### src/rtl/tdc_tsfifo_pkg.sv
// Shared constants for the TDC timestamp FIFO: register map, field positions
// and the derived entry width.
package tdc_tsfifo_pkg;

  localparam logic [1:0] ADDR_STATUS = 2'd0;
  localparam logic [1:0] ADDR_CTRL   = 2'd1;
  localparam logic [1:0] ADDR_TS_HI  = 2'd2;
  localparam logic [1:0] ADDR_TS_LO  = 2'd3;

  localparam int STAT_EMPTY_BIT = 16;
  localparam int STAT_FULL_BIT  = 17;
  localparam int STAT_OVF_BIT   = 18;
  localparam int STAT_DROP_LSB  = 24;

  localparam int CTRL_EN_BIT    = 0;
  localparam int CTRL_THR_LSB   = 8;
  localparam int CTRL_CLR_BIT   = 30;
  localparam int CTRL_FLUSH_BIT = 31;

  // A single channel still needs a one-bit index field.
  function automatic int chan_width(input int count);
    return (count <= 2) ? 1 : $clog2(count);
  endfunction

  function automatic int entry_width(input int ts_w, input int count);
    return ts_w + 1 + chan_width(count);
  endfunction

endpackage

### src/rtl/tdc_sfifo.sv
// Generic single-clock FIFO with distributed-RAM storage, asynchronous head
// read, level/full/empty status and a synchronous flush.
module tdc_sfifo #(
  parameter int g_WIDTH      = 40,
  parameter int g_DEPTH_LOG2 = 5
) (
  input  logic                    clk_i,
  input  logic                    rst_n_i,
  input  logic                    push_i,
  input  logic [g_WIDTH-1:0]      data_i,
  input  logic                    pop_i,
  input  logic                    flush_i,
  output logic [g_WIDTH-1:0]      data_o,
  output logic [g_DEPTH_LOG2:0]   level_o,
  output logic                    full_o,
  output logic                    empty_o
);

  localparam int DEPTH = 2 ** g_DEPTH_LOG2;

  logic [g_WIDTH-1:0]      mem_q [DEPTH];
  logic [g_DEPTH_LOG2-1:0] wptr_q, wptr_d;
  logic [g_DEPTH_LOG2-1:0] rptr_q, rptr_d;
  logic [g_DEPTH_LOG2:0]   level_q, level_d;
  logic                    wr_en, rd_en;

  // Level never exceeds DEPTH, so its MSB alone marks full.
  assign full_o  = level_q[g_DEPTH_LOG2];
  assign empty_o = (level_q == '0);
  assign level_o = level_q;
  assign data_o  = mem_q[rptr_q];

  always_comb begin
    rd_en   = pop_i && !empty_o;
    wr_en   = push_i && (!full_o || rd_en);
    wptr_d  = wptr_q;
    rptr_d  = rptr_q;
    level_d = level_q;
    if (flush_i) begin
      wptr_d  = '0;
      rptr_d  = '0;
      level_d = '0;
    end else begin
      if (wr_en) wptr_d = wptr_q + (g_DEPTH_LOG2)'(1);
      if (rd_en) rptr_d = rptr_q + (g_DEPTH_LOG2)'(1);
      if (wr_en && !rd_en)      level_d = level_q + (g_DEPTH_LOG2 + 1)'(1);
      else if (rd_en && !wr_en) level_d = level_q - (g_DEPTH_LOG2 + 1)'(1);
    end
  end

  always_ff @(posedge clk_i) begin
    if (wr_en && !flush_i) mem_q[wptr_q] <= data_i;
  end

  always_ff @(posedge clk_i or negedge rst_n_i) begin
    if (!rst_n_i) begin
      wptr_q  <= '0;
      rptr_q  <= '0;
      level_q <= '0;
    end else begin
      wptr_q  <= wptr_d;
      rptr_q  <= rptr_d;
      level_q <= level_d;
    end
  end

endmodule

### src/rtl/tdc_tsfifo.sv
// TDC timestamp buffer: event intake into a FIFO, Wishbone register window for
// draining it, drop accounting and a level/overflow interrupt.
module tdc_tsfifo
  import tdc_tsfifo_pkg::*;
#(
  parameter int g_CHANNEL_COUNT = 2,
  parameter int g_TS_WIDTH      = 38,
  parameter int g_DEPTH_LOG2    = 5
) (
  input  logic                                  clk_i,
  input  logic                                  rst_n_i,
  input  logic                                  ev_valid_i,
  input  logic [chan_width(g_CHANNEL_COUNT)-1:0] ev_chan_i,
  input  logic                                  ev_pol_i,
  input  logic [g_TS_WIDTH-1:0]                 ev_ts_i,
  input  logic [1:0]                            wb_addr_i,
  input  logic [31:0]                           wb_data_i,
  output logic [31:0]                           wb_data_o,
  input  logic                                  wb_cyc_i,
  input  logic                                  wb_stb_i,
  input  logic                                  wb_we_i,
  output logic                                  wb_ack_o,
  output logic                                  irq_o
);

  localparam int CW = chan_width(g_CHANNEL_COUNT);
  localparam int EW = entry_width(g_TS_WIDTH, g_CHANNEL_COUNT);

  logic                  en_q, en_d;
  logic [7:0]            thr_q, thr_d;
  logic                  ovf_q, ovf_d;
  logic [7:0]            drops_q, drops_d;
  logic                  ack_q, ack_d;
  logic [31:0]           rdata_q, rdata_d;
  logic                  irq_q, irq_d;

  logic [EW-1:0]         head;
  logic [g_DEPTH_LOG2:0] level;
  logic                  full, empty;
  logic                  bus_req, wr_ctrl, pop, flush, push_req, drop;
  logic [g_TS_WIDTH-1:0] head_ts;
  logic                  head_pol;
  logic [CW-1:0]         head_chan;
  logic [23:0]           ts_hi;
  logic [5:0]            chan6;
  logic [8:0]            level9;
  logic [31:0]           status_w, ctrl_w, tshi_w;
  logic                  unused_wb_bits;

  assign unused_wb_bits = ^{wb_data_i[29:16], wb_data_i[7:1]};
  assign {head_pol, head_chan, head_ts} = head;

  // Accesses act on the edge that raises ack, so their effect is visible in the ack cycle.
  always_comb begin
    bus_req  = wb_cyc_i && wb_stb_i && !ack_q;
    wr_ctrl  = bus_req && wb_we_i && (wb_addr_i == ADDR_CTRL);
    pop      = bus_req && !wb_we_i && (wb_addr_i == ADDR_TS_LO);
    flush    = wr_ctrl && wb_data_i[CTRL_FLUSH_BIT];
    push_req = ev_valid_i && en_q;
    drop     = push_req && full && !pop;
  end

  tdc_sfifo #(
    .g_WIDTH      (EW),
    .g_DEPTH_LOG2 (g_DEPTH_LOG2)
  ) u_fifo (
    .clk_i   (clk_i),
    .rst_n_i (rst_n_i),
    .push_i  (push_req),
    .data_i  ({ev_pol_i, ev_chan_i, ev_ts_i}),
    .pop_i   (pop),
    .flush_i (flush),
    .data_o  (head),
    .level_o (level),
    .full_o  (full),
    .empty_o (empty)
  );

  always_comb begin
    level9 = '0;
    level9[g_DEPTH_LOG2:0] = level;
    chan6 = '0;
    chan6[CW-1:0] = head_chan;
    ts_hi = '0;
    ts_hi[g_TS_WIDTH-33:0] = head_ts[g_TS_WIDTH-1:32];

    status_w = '0;
    status_w[8:0]                = level9;
    status_w[STAT_EMPTY_BIT]     = empty;
    status_w[STAT_FULL_BIT]      = full;
    status_w[STAT_OVF_BIT]       = ovf_q;
    status_w[STAT_DROP_LSB +: 8] = drops_q;

    ctrl_w = '0;
    ctrl_w[CTRL_EN_BIT]       = en_q;
    ctrl_w[CTRL_THR_LSB +: 8] = thr_q;

    // Stale RAM contents are hidden while the FIFO is empty.
    tshi_w = empty ? '0 : {1'b1, head_pol, chan6, ts_hi};
  end

  always_comb begin
    en_d    = en_q;
    thr_d   = thr_q;
    ovf_d   = ovf_q;
    drops_d = drops_q;
    if (drop) begin
      ovf_d = 1'b1;
      if (drops_q != 8'hFF) drops_d = drops_q + 8'd1;
    end
    if (wr_ctrl) begin
      en_d  = wb_data_i[CTRL_EN_BIT];
      thr_d = wb_data_i[CTRL_THR_LSB +: 8];
      if (wb_data_i[CTRL_CLR_BIT]) begin
        ovf_d   = 1'b0;
        drops_d = '0;
      end
    end

    ack_d   = bus_req;
    rdata_d = '0;
    if (bus_req && !wb_we_i) begin
      case (wb_addr_i)
        ADDR_STATUS: rdata_d = status_w;
        ADDR_CTRL:   rdata_d = ctrl_w;
        ADDR_TS_HI:  rdata_d = tshi_w;
        ADDR_TS_LO:  rdata_d = empty ? '0 : head_ts[31:0];
        default:     rdata_d = '0;
      endcase
    end

    irq_d = ((thr_q != 8'd0) && (level9 >= {1'b0, thr_q})) || ovf_q;
  end

  always_ff @(posedge clk_i or negedge rst_n_i) begin
    if (!rst_n_i) begin
      en_q    <= 1'b0;
      thr_q   <= '0;
      ovf_q   <= 1'b0;
      drops_q <= '0;
      ack_q   <= 1'b0;
      rdata_q <= '0;
      irq_q   <= 1'b0;
    end else begin
      en_q    <= en_d;
      thr_q   <= thr_d;
      ovf_q   <= ovf_d;
      drops_q <= drops_d;
      ack_q   <= ack_d;
      rdata_q <= rdata_d;
      irq_q   <= irq_d;
    end
  end

  assign wb_data_o = rdata_q;
  assign wb_ack_o  = ack_q;
  assign irq_o     = irq_q;

endmodule

### config.mk
export PLATFORM = sky130hd
export DESIGN_NAME = tdc_tsfifo
export DESIGN_NICKNAME = d
export VERILOG_FILES = /design/src/rtl/tdc_tsfifo_pkg.sv /design/src/rtl/tdc_sfifo.sv /design/src/rtl/tdc_tsfifo.sv
export SDC_FILE = /design/constraint.sdc
export NUM_CORES = 1
export LEC_CHECK = 0
export CAP_MARGIN = 20
export CORE_MARGIN = 2
export CORE_UTILIZATION = 35
export CTS_CLUSTER_DIAMETER = 60
export DETAILED_ROUTE_END_ITERATION = 12
export PLACE_DENSITY = 0.52
export SLEW_MARGIN = 5
export SYNTH_ARGS = -nofsm -noshare
export SYNTH_HDL_FRONTEND = slang
export SYNTH_SLANG_ARGS = --single-unit
### constraint.sdc
create_clock -name clk_i -period 3.92 [get_ports clk_i]
set_input_delay 0.784 -clock clk_i [delete_from_list [all_inputs] [get_ports clk_i]]
set_output_delay 0.784 -clock clk_i [all_outputs]
set_load 0.02 [all_outputs]
* Word-level counts from Yosys, hierarchy flattened
Memory sizes are Yosys's and may differ from the RTL's. Cells that the tools add are included. W data, S select, Z words.
Word-level totals: flip-flop bits (word level) 68, input port bits 80, output and inout port bits 34, bits in writable memories 1280, memories kept 1, word-level logic and storage cells 73
Operators by class: order comparisons 1, add/subtract/negate cells 5, reduce and logical (&&, ||, !) cells 32, mux-type cells 20, equal/unequal tests 4
Memories:
- u_fifo.mem_q | depth 32, bits a word 40, rd ports 1, clocked after Yosys merged registers in 0, wr ports 1, line tdc_sfifo.sv:21 | logic [g_WIDTH-1:0] mem_q [DEPTH];
Operators by type and width (count):
- $pmux W32 S4 | 1
- $mux W32 | 3
- $mux W8 | 4
- $mux W5 | 4
- $mux W6 | 3
- $logic_and A1 B1 Y1 | 16
- $add A5 B1 Y5 const B | 2
- $add A8 B1 Y8 const B | 1
- $ge A6 B8 Y1 | 1
- $logic_not A1 Y1 | 8
- $ne A8 B8 Y1 const B | 1
- $reduce_bool A8 Y1 | 1
- $add A6 B1 Y6 const B | 1
- $logic_not A6 Y1 | 1
- $sub A6 B1 Y6 const B | 1
- $mux W1 | 5
- $eq A2 B2 Y1 const B | 2
- $reduce_bool A2 Y1 | 2
- $reduce_bool A3 Y1 | 1
- $eq A2 B1 Y1 const B | 1
- $logic_not A2 Y1 | 1
- $logic_or A1 B1 Y1 | 2

* Logic depth before layout (Yosys ltp)
Gate-level depths: netlist of the first run.
depth in word-level cells 12, depth in mapped cells 12

* Cells and area by module
From an unflattened synthesis of the first run, not the netlist that was laid out.
Unflattened totals: cell total of the unflattened synthesis 2765, area total of the unflattened synthesis 52649.2 sq um
Modules (own cells, without submodules):
- tdc_sfifo | area an instance 50164.4 sq um, cells each 2527, instances 1
- tdc_tsfifo | area an instance 2484.9 sq um, cells each 238, instances 1

* Least setup slack after synthesis of the first run
No wires, ideal clock.
path type input-to-reg, start point input port wb_we_i, end point memory u_fifo.mem_q[29][0], enable pin, stages 6, buffers on the path 0, setup slack -310 ps, arrival 3793 ps, required time 3482 ps, cells stage by stage and4bb_2 nand3_1 a21oi_1 nor2b_1 nand2_1 nor2_1
Between the ends: word-level cells in the longest chain between the ends 9, elaborated cells on any way between the ends 13, those cells by class 2 x mux; 11 x reduce/logical
RTL lines:
- start, declared | line tdc_tsfifo.sv:21 | input logic wb_we_i,
- $logic_not A1 Y1 | line tdc_tsfifo.sv:57 | pop = bus_req && !wb_we_i && (wb_addr_i == ADDR_TS_LO);
- $logic_and A1 B1 Y1 (2 in series) | line tdc_tsfifo.sv:57
- $logic_and A1 B1 Y1 | line tdc_sfifo.sv:34 | rd_en = pop_i && !empty_o;
- $logic_or A1 B1 Y1 | line tdc_sfifo.sv:35 | wr_en = push_i && (!full_o || rd_en);
- $logic_and A1 B1 Y1 | line tdc_sfifo.sv:35
- $logic_and A1 B1 Y1 * | line tdc_sfifo.sv:52 | if (wr_en && !flush_i) mem_q[wptr_q] <= data_i;
- $mux W1 * | line tdc_sfifo.sv:52
- $mux W1 (implied by the code) * | line tdc_sfifo.sv:52
- end, declared | line tdc_sfifo.sv:21
Every way passes the cells marked *; elsewhere a longest branch is shown, timed or not.

* Final worst setup path of the first run
start point register u_fifo.level_q[0] (netlist: u_fifo.level_o[0]), end point register u_fifo.level_q[5] (netlist: u_fifo.level_o[5])
Between the ends: word-level cells in the longest chain between the ends 8, elaborated cells on any way between the ends 15, those cells by class 2 x add/sub; 3 x mux; 10 x reduce/logical
RTL lines:
- start, declared | line tdc_sfifo.sv:24 | logic [g_DEPTH_LOG2:0] level_q, level_d;
- start signal, assigned | line tdc_sfifo.sv:63 | level_q <= level_d;
- branches (longest 8 deep; another with $sub A6 B1 Y6)
Parallel ways; which one is timed is not known. The select of a mux whose other input is x is not followed. A chain may end at the register's enable or synchronous reset.

==> results of run 1 <==
==> synthesized netlist by cell type (all sizes together), types with 3 or more instances <==
cell type | count | area (um2)
or3 | 3 | 18.77
and3 | 3 | 18.77
nor2 | 78 | 292.8
clkbuf | 38 | 142.6
o21ai | 18 | 90.09
a22oi | 24 | 180.2
o221ai | 16 | 140.1
nand2b | 3 | 18.77
dfrtp | 68 | 1702
xor2 | 10 | 87.58
nor2b | 13 | 81.33
nand2 | 75 | 281.5
ha | 16 | 200.2
a31oi | 4 | 25.02
mux4 | 337 | 7590
a2111oi | 7 | 61.31
xnor2 | 6 | 52.55
a211oi | 11 | 95.09
inv | 15 | 56.30
mux2 | 14 | 157.7
a21o | 7 | 52.55
nand3b | 6 | 45.04
mux2i | 83 | 830.8
o22ai | 9 | 56.30
buf | 82 | 510.5
a21oi | 29 | 145.1
a211o | 4 | 35.03
nand3 | 23 | 115.1
nor3 | 10 | 55.05
edfxtp | 1280 | 38440
o2111ai | 6 | 52.55
nand4 | 5 | 31.28
==> stage by stage <==
| step | setup TNS (ps) | power, mW | util | worst slack (ps) | cell area, um2 |
|---|---|---|---|---|---|
| floorplan | -393980 | 21.59 | - | -310.1 | 51850 |
| global placement | 0 | 23.51 | 0.3841 | 195.3 | 56640 |
| detailed placement | 0 | 23.54 | 0.3841 | 196.2 | 56640 |
| CTS | 0 | 36.96 | 0.4159 | 584.4 | 61340 |
| global route | 0 | 37.99 | 0.4194 | 583.5 | 61850 |
| finish | 0 | 36.55 | 0.4194 | 743.3 | 61850 |
==> final cells by class <==
cell class	instances	share of cell area
tap	1930	0.03904
inverter	15	0.0009103
clock buffer	185	0.06311
timing repair buffer	268	0.05286
sequential	1348	0.6492
antenna	1	0.00004046
clock inverter	80	0.01282
multi-input combinational	842	0.1820
==> worst max path at each step <==
stage	startpoint	end	slack, ps	depth (start not counted)
6_report	u_fifo.level_o[0]$_DFFE_PN0P_	u_fifo.level_o[5]$_DFFE_PN0P_	740	11
2_1_floorplan	wb_we_i	u_fifo.mem_q[29][0]$_DFFE_PP_	-310	6
5_1_grt	u_fifo.level_o[0]$_DFFE_PN0P_	u_fifo.level_o[5]$_DFFE_PN0P_	580	11
4_1_cts	u_fifo.rptr_q[1]$_DFFE_PN0P_	wb_data_o[11]$_DFF_PN0_	580	7
3_5_place_dp	wb_cyc_i	u_fifo.level_o[5]$_DFFE_PN0P_	200	12
3_3_place_gp	wb_we_i	u_fifo.level_o[5]$_DFFE_PN0P_	200	12
==> state kept, by name, indices dropped and copies added, names as in the netlist <==
name            count
u_fifo.level_o      6
wb_data_o          32
wb_ack_o            1
drops_q             8
thr_q               8
ovf_q               1
u_fifo.wptr_q       5
u_fifo.mem_q     1280
en_q                1
u_fifo.rptr_q       5
irq_o               1
==> power groups by stage <==
| stage | clock, mW | sequential (mW) | combinational, mW |
|---|---|---|---|
| after floorplan | 0 | 16.3 | 5.30 |
| after global placement | 0 | 16.5 | 7.01 |
| after detailed placement | 0 | 16.5 | 7.04 |
| after CTS | 13.7 | 16.2 | 7.07 |
| after global routing | 14.3 | 16.2 | 7.52 |
| final | 13.4 | 16.2 | 6.98 |
==> critical path, delay by kind of cell (launching register included) <==
| kind | cells | cell delay, ps |
|---|---|---|
| fa+ha+maj | 1 | 320 |
| compound gates | 4 | 640 |
| flops | 1 | 440 |
| simple gates | 6 | 1640 |
==> metal layers <==
| layer | share of wire | vias up | wire (um) | track usage |
|---|---|---|---|---|
| met3 | 0.054 | 163 | 7225 | 0.03407 |
| met1 | 0.45 | 13580 | 60240 | 0.2512 |
| li1 | - | 10400 | - | - |
| met2 | 0.48 | 733 | 64350 | 0.2858 |
| met4 | 0.018 | 4 | 2406 | 0.04341 |
| met5 | 0.00019 | - | 25 | 0 |
==> kinds of logic (layout without fill, tap and decap cells) <==
| logic type | Yosys count | in the layout |
|---|---|---|
| xor gates and xnor gates | 16 | 16 |
| other | 0 | 1 |
| adders and majority gates | 17 | 17 |
| buffers and inverters | 135 | 548 |
| AOI/OAI and AO/OA | 147 | 147 |
| DFF | 1348 | 1348 |
| muxes | 434 | 434 |
| and+or+nand+nor | 228 | 228 |
==> results.txt, run 1 <==
status -> finished, final reports clean
gr usage total -> 0.1780
LEAKAGE -> 19.48 nW
#FFs+latches synth -> 1,348
RSZ-0062 raised after global routing -> false
initial antenna violation count -> 4
post-synth cell types -> 53
via count -> 24,880
Power Density -> 591.0 nW/um2
Rows -> 141
critical path launch point type -> register
TritonCTS buffer count -> 144
Tmin final -> 3177 ps
Die Height -> 388.9 um
initial DRC count -> 2,554
vias in the first global route -> 25,790
Switching Power -> 9.245 mW
Reg2Reg Setup Slack -> 740 ps
die area -> 151,300 um2
hold_buf cts -> 0
Layout area overhead -> 19.28%
synthesized area per cell -> 22.30 um2
commonest non-fill, non-tap cell in the layout -> edfxtp_1
TritonCTS clock tree -> yes
maximum vdd drop -> 0.4630 mV
Synth Cell Area -> 51,850 um2
sequential cell area -> 40,150 um2
Sw Share -> 0.2529
Gate power share -> 0.191
number of nets in the layout -> 2,716
clk buf depth -> 3
endpoints failing hold -> 0
share of layout cells above drive strength 1 -> 0.2845
kind of critical path -> reg2reg
Post-synth ARST share -> 0.05045
setup violators final -> 0
worst skew pair latency -> 780 ps
CP Data Required Time -> 4570 ps
Top Ports -> 114
Synth Area in Adders -> 0.004247
Yosys warning count -> 0
syn_nets -> 2,422
DRC -> 0
Detailed Routing Iterations Pass 1 -> 7
routability cong. -> 0.7839
class of the worst hold path -> in2async
largest net degree at the start of global routing -> 53
r2r endpoint -> u_fifo.level_o[5]$_DFFE_PN0P_
Max Clock Skew -> 34.21 ps
slew at the pin closest to its max-slew limit -> 1088 ps
max-cap violation count -> 0
hpwl dp -> 78,980 um
Clk pwr share -> 0.366
wire length per cell -> 28.75 um
post-CTS sizing -> 0
clk root buf -> clkbuf_16
max frequency -> 0.3148 GHz
Clk pin slew, worst setup/hold paths -> 60 ps
reg-to-reg startpoint -> u_fifo.level_o[0]$_DFFE_PN0P_
number of flops mapped to enable cells by yosys -> 1,280
headroom to the max-slew limit -> 0.2720
period utilization -> 0.8104
Vias/cell -> 5.329
Die W -> 388.9 um
CP dominant cell by count -> a21o_1
mux cell area share after synthesis -> 0.1654
filler-free cell count of the finished design -> 4,669
crit path max fanout -> 6
Fin Hold WS -> 134.9 ps
most frequent cells in the layout -> 1,280 x edfxtp_1, 337 x mux4_2, 149 x clkbuf_16
post-synthesis simple-gate area fraction -> 0.01981
critical path, cell by cell -> or4_1 > nor3_2 > or2_2 > nand2_1 > ha_1 > a21o_1 > a21o_1 > a21o_1 > nand2_1 > a211oi_1 > or3_1
critical path arrival -> 3830 ps
first-pass GRT wire length -> 191,300 um
reg2reg path depth -> 11
clock sinks -> 1,348
Crit. End Element -> register
core area -> 147,500 um2
largest family of logic cells by synthesized area -> multiplexers
placed cells -> 4,369
slowest CP cell -> or4_1
post-synthesis cell count -> 2,325
fin. max-slew vios -> 0
final WL -> 134,200 um
Max H-tree Level -> 4
sequential area share after synthesis -> 0.7741
grt ovf -> 0
cell-internal power -> 27.31 mW
compound-cell area share of the yosys netlist -> 0.02008
Setup Buffers After CTS -> 0
Critical Path Max Stage Delay -> 550 ps
ys flop type -> edfxtp_1
Fillers -> 12,700
sequential share of power -> 0.443
footprint of the multi-input gates -> 11,260 um2
XOR/XNOR share of the synthesized area -> 0.002702
Antenna Nets Post-Route -> 0
Starting Density -> 0.3516
IO buf count -> 92
Note: power is estimated with default switching activity, not from simulation.
==> inputs of run 2 (changes only) <==
--- a/config.mk
+++ b/config.mk
@@ -10,7 +10,7 @@
 export CORE_UTILIZATION = 35
 export CTS_CLUSTER_DIAMETER = 60
 export DETAILED_ROUTE_END_ITERATION = 12
-export PLACE_DENSITY = 0.52
+export PLACE_DENSITY = 0.5
 export SLEW_MARGIN = 5
 export SYNTH_ARGS = -nofsm -noshare
 export SYNTH_HDL_FRONTEND = slang
==> constraint.sdc (replaced) <==
create_clock -name clk_i -period 3.22 [get_ports clk_i]
set_input_delay 0.644 -clock clk_i [delete_from_list [all_inputs] [get_ports clk_i]]
set_output_delay 0.644 -clock clk_i [all_outputs]
set_load 0.02 [all_outputs]
==> results.txt, run 2 (same netlist as run 1, synthesis figures left out) <==
Power Density -> 731.3 nW/um2 (was 591.0 nW/um2)
max frequency -> 0.3398 GHz (was 0.3148 GHz)
initial antenna violation count -> 6 (was 4)
most frequent cells in the layout -> 1,280 x edfxtp_1, 337 x mux4_2, 149 x buf_4 (was 1,280 x edfxtp_1, 337 x mux4_2, 149 x clkbuf_16)
Die Height -> 388.9 um (unchanged)
first-pass GRT wire length -> 195,000 um (was 191,300 um)
routability cong. -> 0.8005 (was 0.7839)
Antenna Nets Post-Route -> 0 (unchanged)
Clk pwr share -> 0.365 (was 0.366)
initial DRC count -> 2,347 (was 2,554)
vias in the first global route -> 26,250 (was 25,790)
Setup Buffers After CTS -> 0 (unchanged)
reg-to-reg startpoint -> u_fifo.rptr_q[0]$_DFFE_PN0P_ (was u_fifo.level_o[0]$_DFFE_PN0P_)
r2r endpoint -> wb_data_o[0]$_DFF_PN0_ (was u_fifo.level_o[5]$_DFFE_PN0P_)
wire length per cell -> 29.09 um (was 28.75 um)
setup violators final -> 0 (unchanged)
Max H-tree Level -> 4 (unchanged)
CP Data Required Time -> 3860 ps (was 4570 ps)
Switching Power -> 11.81 mW (was 9.245 mW)
headroom to the max-slew limit -> 0.3318 (was 0.2720)
period utilization -> 0.9139 (was 0.8104)
DRC -> 0 (unchanged)
critical path launch point type -> register (unchanged)
Clk pin slew, worst setup/hold paths -> 60 ps (about the same)
Rows -> 141 (unchanged)
clk buf depth -> 3 (unchanged)
hpwl dp -> 85,050 um (was 78,980 um)
max reg flops -> 1,280 (unchanged)
kind of critical path -> reg2reg (unchanged)
Starting Density -> 0.3516 (unchanged)
sequential share of power -> 0.429 (was 0.443)
IO buf count -> 92 (unchanged)
critical path arrival -> 3580 ps (was 3830 ps)
via count -> 24,980 (was 24,880)
filler-free cell count of the finished design -> 4,725 (was 4,669)
max-cap violation count -> 0 (unchanged)
Largest Register -> u_fifo.mem_q (unchanged)
post-CTS sizing -> 0 (unchanged)
Detailed Routing Iterations Pass 1 -> 5 (was 7)
class of the worst hold path -> in2async (unchanged)
placed cells -> 4,457 (was 4,369)
Layout area overhead -> 20.19% (was 19.28%)
Setup crit start -> u_fifo.rptr_q[0]$_DFFE_PN0P_ (was u_fifo.level_o[0]$_DFFE_PN0P_)
Die W -> 388.9 um (unchanged)
maximum vdd drop -> 0.4187 mV (was 0.4630 mV)
clk root buf -> clkbuf_16 (unchanged)
largest net degree at the start of global routing -> 53 (unchanged)
share of layout cells above drive strength 1 -> 0.3025 (was 0.2845)
sequential cell area -> 40,150 um2 (about the same)
Crit. End Element -> register (unchanged)
Fillers -> 12,680 (was 12,700)
endpoints failing hold -> 0 (unchanged)
gr usage total -> 0.1826 (was 0.1780)
worst skew pair latency -> 780 ps (about the same)
crit path max fanout -> 19 (was 6)
slew at the pin closest to its max-slew limit -> 999.2 ps (was 1088 ps)
Max Clock Skew -> 26.76 ps (was 34.21 ps)
setup TNS -> 0 ps (unchanged)
Tmin final -> 2943 ps (was 3177 ps)
cell-internal power -> 33.77 mW (was 27.31 mW)
crit path capture -> wb_data_o[0]$_DFF_PN0_ (was u_fifo.level_o[5]$_DFFE_PN0P_)
number of nets in the layout -> 2,772 (was 2,716)
hold_buf cts -> 1 (was 0)
grt ovf -> 0 (unchanged)
Reg2Reg Setup Slack -> 280 ps (was 740 ps)
footprint of the multi-input gates -> 11,260 um2 (unchanged)
status -> finished, final reports clean (unchanged)
TritonCTS clock tree -> yes (unchanged)
core area -> 147,500 um2 (unchanged)
fin. max-slew vios -> 0 (unchanged)
Top Ports -> 114 (unchanged)
reg2reg path depth -> 8 (was 11)
commonest non-fill, non-tap cell in the layout -> edfxtp_1 (unchanged)
final WL -> 137,500 um (was 134,200 um)
RSZ-0062 raised after global routing -> false (unchanged)
die area -> 151,300 um2 (unchanged)
Vias/cell -> 5.288 (was 5.329)
clock sinks -> 1,348 (unchanged)
TritonCTS buffer count -> 145 (was 144)
Sw Share -> 0.2591 (was 0.2529)
LEAKAGE -> 19.76 nW (was 19.48 nW)
Gate power share -> 0.207 (was 0.191)
==> run 2: metal layers <==
metal  up-vias  GRT usage  routed length (um)
met3       186    0.03947                8651
li1      10520          -                   -
met1     13520     0.2564               60650
met4         4    0.05314                3240
met5         -          0                  22
met2       762     0.2873               64900
==> run 2: worst min path at each step <==
stage / to / slack (ps)
floorplan: drops_q[0]$_DFF_PN0_ / 350
global placement: wb_ack_o$_DFF_PN0_ / 470
detailed placement: wb_data_o[13]$_DFF_PN0_ / 480
CTS: wb_data_o[2]$_DFF_PN0_ / 290
global route: wb_data_o[2]$_DFF_PN0_ / 330
finish: wb_data_o[2]$_DFF_PN0_ / 320
==> run 2: power groups by stage <==
stage | clock [mW] | sequential, mW | combinational, mW
after floorplan | 0 | 19.8 | 6.46
after global placement | 0 | 19.9 | 9.59
after global routing | 17.7 | 19.5 | 10.1
after detailed placement | 0 | 19.9 | 9.60
final | 16.6 | 19.5 | 9.43
after CTS | 17.0 | 19.5 | 9.64
==> run 2: per-stage QoR <==
| stage | setup slack (ps) | instance area, um2 | utilization | total power, mW | hold WS (ps) |
|---|---|---|---|---|---|
| 2_1_floorplan | -315.4 | 51930 | - | 26.29 | 348.4 |
| 3_3_place_gp | -231.1 | 57550 | 0.3902 | 29.48 | 471.8 |
| 3_5_place_dp | -245.7 | 57550 | 0.3902 | 29.50 | 483.0 |
| 4_1_cts | 209.1 | 62320 | 0.4225 | 46.14 | 288.3 |
| 5_1_grt | 142.3 | 62320 | 0.4226 | 47.32 | 334.9 |
| 6_report | 277.3 | 62320 | 0.4226 | 45.58 | 323.5 |
==> run 2: cell type report <==
class | instances | share of cell area
sequential | 1348 | 0.6443
multi-input combinational | 842 | 0.1807
clock buffer | 184 | 0.06205
timing repair buffer | 323 | 0.05898
tap | 1930 | 0.03875
clock inverter | 81 | 0.01429
inverter | 15 | 0.0009034
antenna | 2 | 0.00008030
==> run 2: critical path: stages (launching register included) <==
cell       delay [ps]
dfrtp_4           470
buf_12            210
buf_12            230
mux4_2            570
a22o_1            250
a2111oi_0         470
buf_4             210
a311o_1           220
o211ai_1          140
==> RTL change, RTL diff (settings of run 2) <==
Remove the register `irq_q`: a continuous assignment takes its place, so the output `irq_o` follows one clock earlier.
--- a/src/rtl/tdc_tsfifo.sv
+++ b/src/rtl/tdc_tsfifo.sv
@@ -142,3 +142,2 @@
       rdata_q <= '0;
-      irq_q   <= 1'b0;
     end else begin
@@ -150,5 +149,6 @@
       rdata_q <= rdata_d;
-      irq_q   <= irq_d;
     end
   end
+
+  assign irq_q = irq_d;
 
Function: changed (a bounded check fails within 4 cycles, from zero or initial values and one cycle with rst_n_i low).
==> RTL change against run 2 <==
- sequential cell count shrank 1
- non-clock buffer count increased by 28
- final area about the same
- combinational power rose by 0.6%
- utilization is 0.074 points higher
- global-route usage is 0.25 points higher
- critical path type is now reg -> out
- setup slack worse by 0.15 ns
- critical endpoint is now irq_o
- routed wire length up 1.5%
- synthesized area about the same
- power fell by 1.1%
- largest power group unchanged
- highest routed layer unchanged
==> RTL change: results (changes against run 2) <==
hold_viol: 0  # unchanged
grtUsageTotal_pct: 18.52  # was 18.26%
largest_register_ff_count: 1280  # unchanged
buffer_ports.inserted: 92  # unchanged
postSynthNetCount: 2421  # was 2422
final_nets: 2800  # was 2772
buffer_area_share_pct: 6.240  # was 5.898%
fraction_of_area_in_multi_input_gates_pct: 18.09  # was 18.07%
dpl_worst_slack_ns: -0.2637  # was -0.2457 ns
cts.htree.levels: 4  # unchanged
worst_slew_margin_rel_pct: 39.92  # was 33.18%
timing.critical_path.arrival_ns: 2.45  # was 3.58 ns
synth.yosys.seq_area_share_pct: 77.39  # was 77.41%
clock-skew-final_ns: 0.02552  # was 0.02676 ns
worst_ir_drop_vdd_v: 0.0004996  # was 0.0004187 V
area.sequential_mm2: 0.04013  # was 0.04015 mm²
layout.non_clock_buffers: 351  # was 323
route.vias.total: 25330  # was 24980
ys_warn_count: 0  # unchanged
multi_input_cells: 842  # unchanged
drt-total-wl_mm: 139.6  # was 137.5 mm
post_synth_most_frequent_cells: "edfxtp_1 (1280), mux4_2 (337), mux2i_1 (83)"  # unchanged
globalRoute.totalOverflow: 0  # unchanged
worstPathMaxFanout: 2  # was 19
max-clock-path-buffers: 3  # unchanged
synth.ff_latch_count: 1347  # was 1348
count_of_flip_flops_with_a_built_in_enable_after_synthesis: 1280  # unchanged
post_route_cells_drive_above_1_share_pct: 30.41  # was 30.25%
clock_area_share_pct: 7.346  # was 7.635%
post_cts_buffers: 3  # was 0
cts_repair_resize_count: 11  # was 0
cts_hold_buffers_added: 1  # unchanged
synth.top_cells.by_area: "edfxtp_1 (74%), mux4_2 (15%), dfrtp_1 (3.2%), mux2i_1 (1.6%), nor2_1 (0.56%)"  # was edfxtp_1 (74%), mux4_2 (15%), dfrtp_1 (3.3%), mux2i_1 (1.6%), nor2_1 (0.56%)
reg2reg_depth: 7  # was 8
firstDrtPassIters: 6  # was 5
min_path_type: "in -> reg"  # was in -> async
first_global_vias: 26800  # was 26250
global_route_wire_length_before_repair_mm: 199.4  # was 195.0 mm
tritoncts.num_buffers: 146  # was 145
gpl.final_weighted_congestion: 0.8101  # was 0.8005
postSynth.asyncResetShare_pct: 4.974  # was 5.045%
detailedPlacementHpwl_mm: 88.13  # was 85.05 mm
crit_family: "compound AO/OA/AOI/OAI gates"  # unchanged
crit_path_top_delay_cell: "dfrtp_2"  # was mux4_2
detail_route.iter0.violations: 2462  # was 2347
grt_antenna_before_repair: 4  # was 6
grt_start_max_net_pins: 50  # was 53
outcome: "complete, no violations"  # unchanged
clk-insertion-delay-late_ns: 0.77
antennaDiodeCount: 0  # was 2
whs_path_depth: 3
synth.distinct_cells: 53  # unchanged
total_leakage_power_uw: 0.01978  # was 0.01976 µW
timing.critical_path.slowest_cell_delay_ns: 0.43  # was 0.57 ns
fill_cells: 12610  # was 12680
==> RTL change: cell types whose count changed after synthesis <==
cell,change
dfrtp_1,-1
==> RTL change: metrics by stage <==
step / cells / hold slack (ns) / cell area, µm²
after CTS: 4752 / 0.3760 / 62300
after global placement: 4478 / 0.4719 / 57680
after global routing: 4755 / 0.4389 / 62360
final: 4755 / 0.4468 / 62360
after detailed placement: 4478 / 0.4979 / 57680
after floorplan: 2324 / 0.3484 / 51910
==> RTL change: power by group <==
group          switching (µW)  internal [µW]  leakage [µW]
Combinational            4730           4770       0.00519
Sequential                250          19300        0.0124
Clock                    6860           9170       0.00222
Total                   11800          33300        0.0198
==> RTL change: cell families (layout without fill, tap and decap cells) <==
group,Yosys count,in the layout,synth area share [%]
flip-flops,1347,1347,77.39
multiplexers,434,434,16.55
AND/OR/NAND/NOR,228,228,1.982
AO/OA/AOI/OAI,147,147,2.008
buffers and inverters,135,636,1.369
adder cells (fa/ha/maj),17,17,0.4249
XOR/XNOR,16,16,0.2704
==> RTL change: metal layers <==
layer / part of all wire [%] / GRT usage, % / wire, µm / vias up
met3: 4.8 / 3.143 / 6746 / 161
met5: 0.012 / 0 / 17 / -
met1: 44 / 25.80 / 61710 / 13860
li1: - / - / - / 10560
met2: 49 / 30.55 / 68630 / 748
met4: 1.8 / 4.153 / 2483 / 2
==> RTL change: worst paths after layout <==
check / endpoint / slack [ns] / startpoint
setup / recovery: irq_o / 0.13 / u_fifo.level_o[0]
hold / removal: thr_q[1] / 0.45 / wb_data_i[9]
setup reg to reg: wb_data_o[0] / 0.13 / u_fifo.rptr_q[0]
hold reg to reg: wb_data_o[13] / 0.51 / thr_q[5]
max in group asynchronous: wb_data_o[21] / 1.96 / rst_n_i
min in group asynchronous: u_fifo.rptr_q[3] / 0.50 / rst_n_i
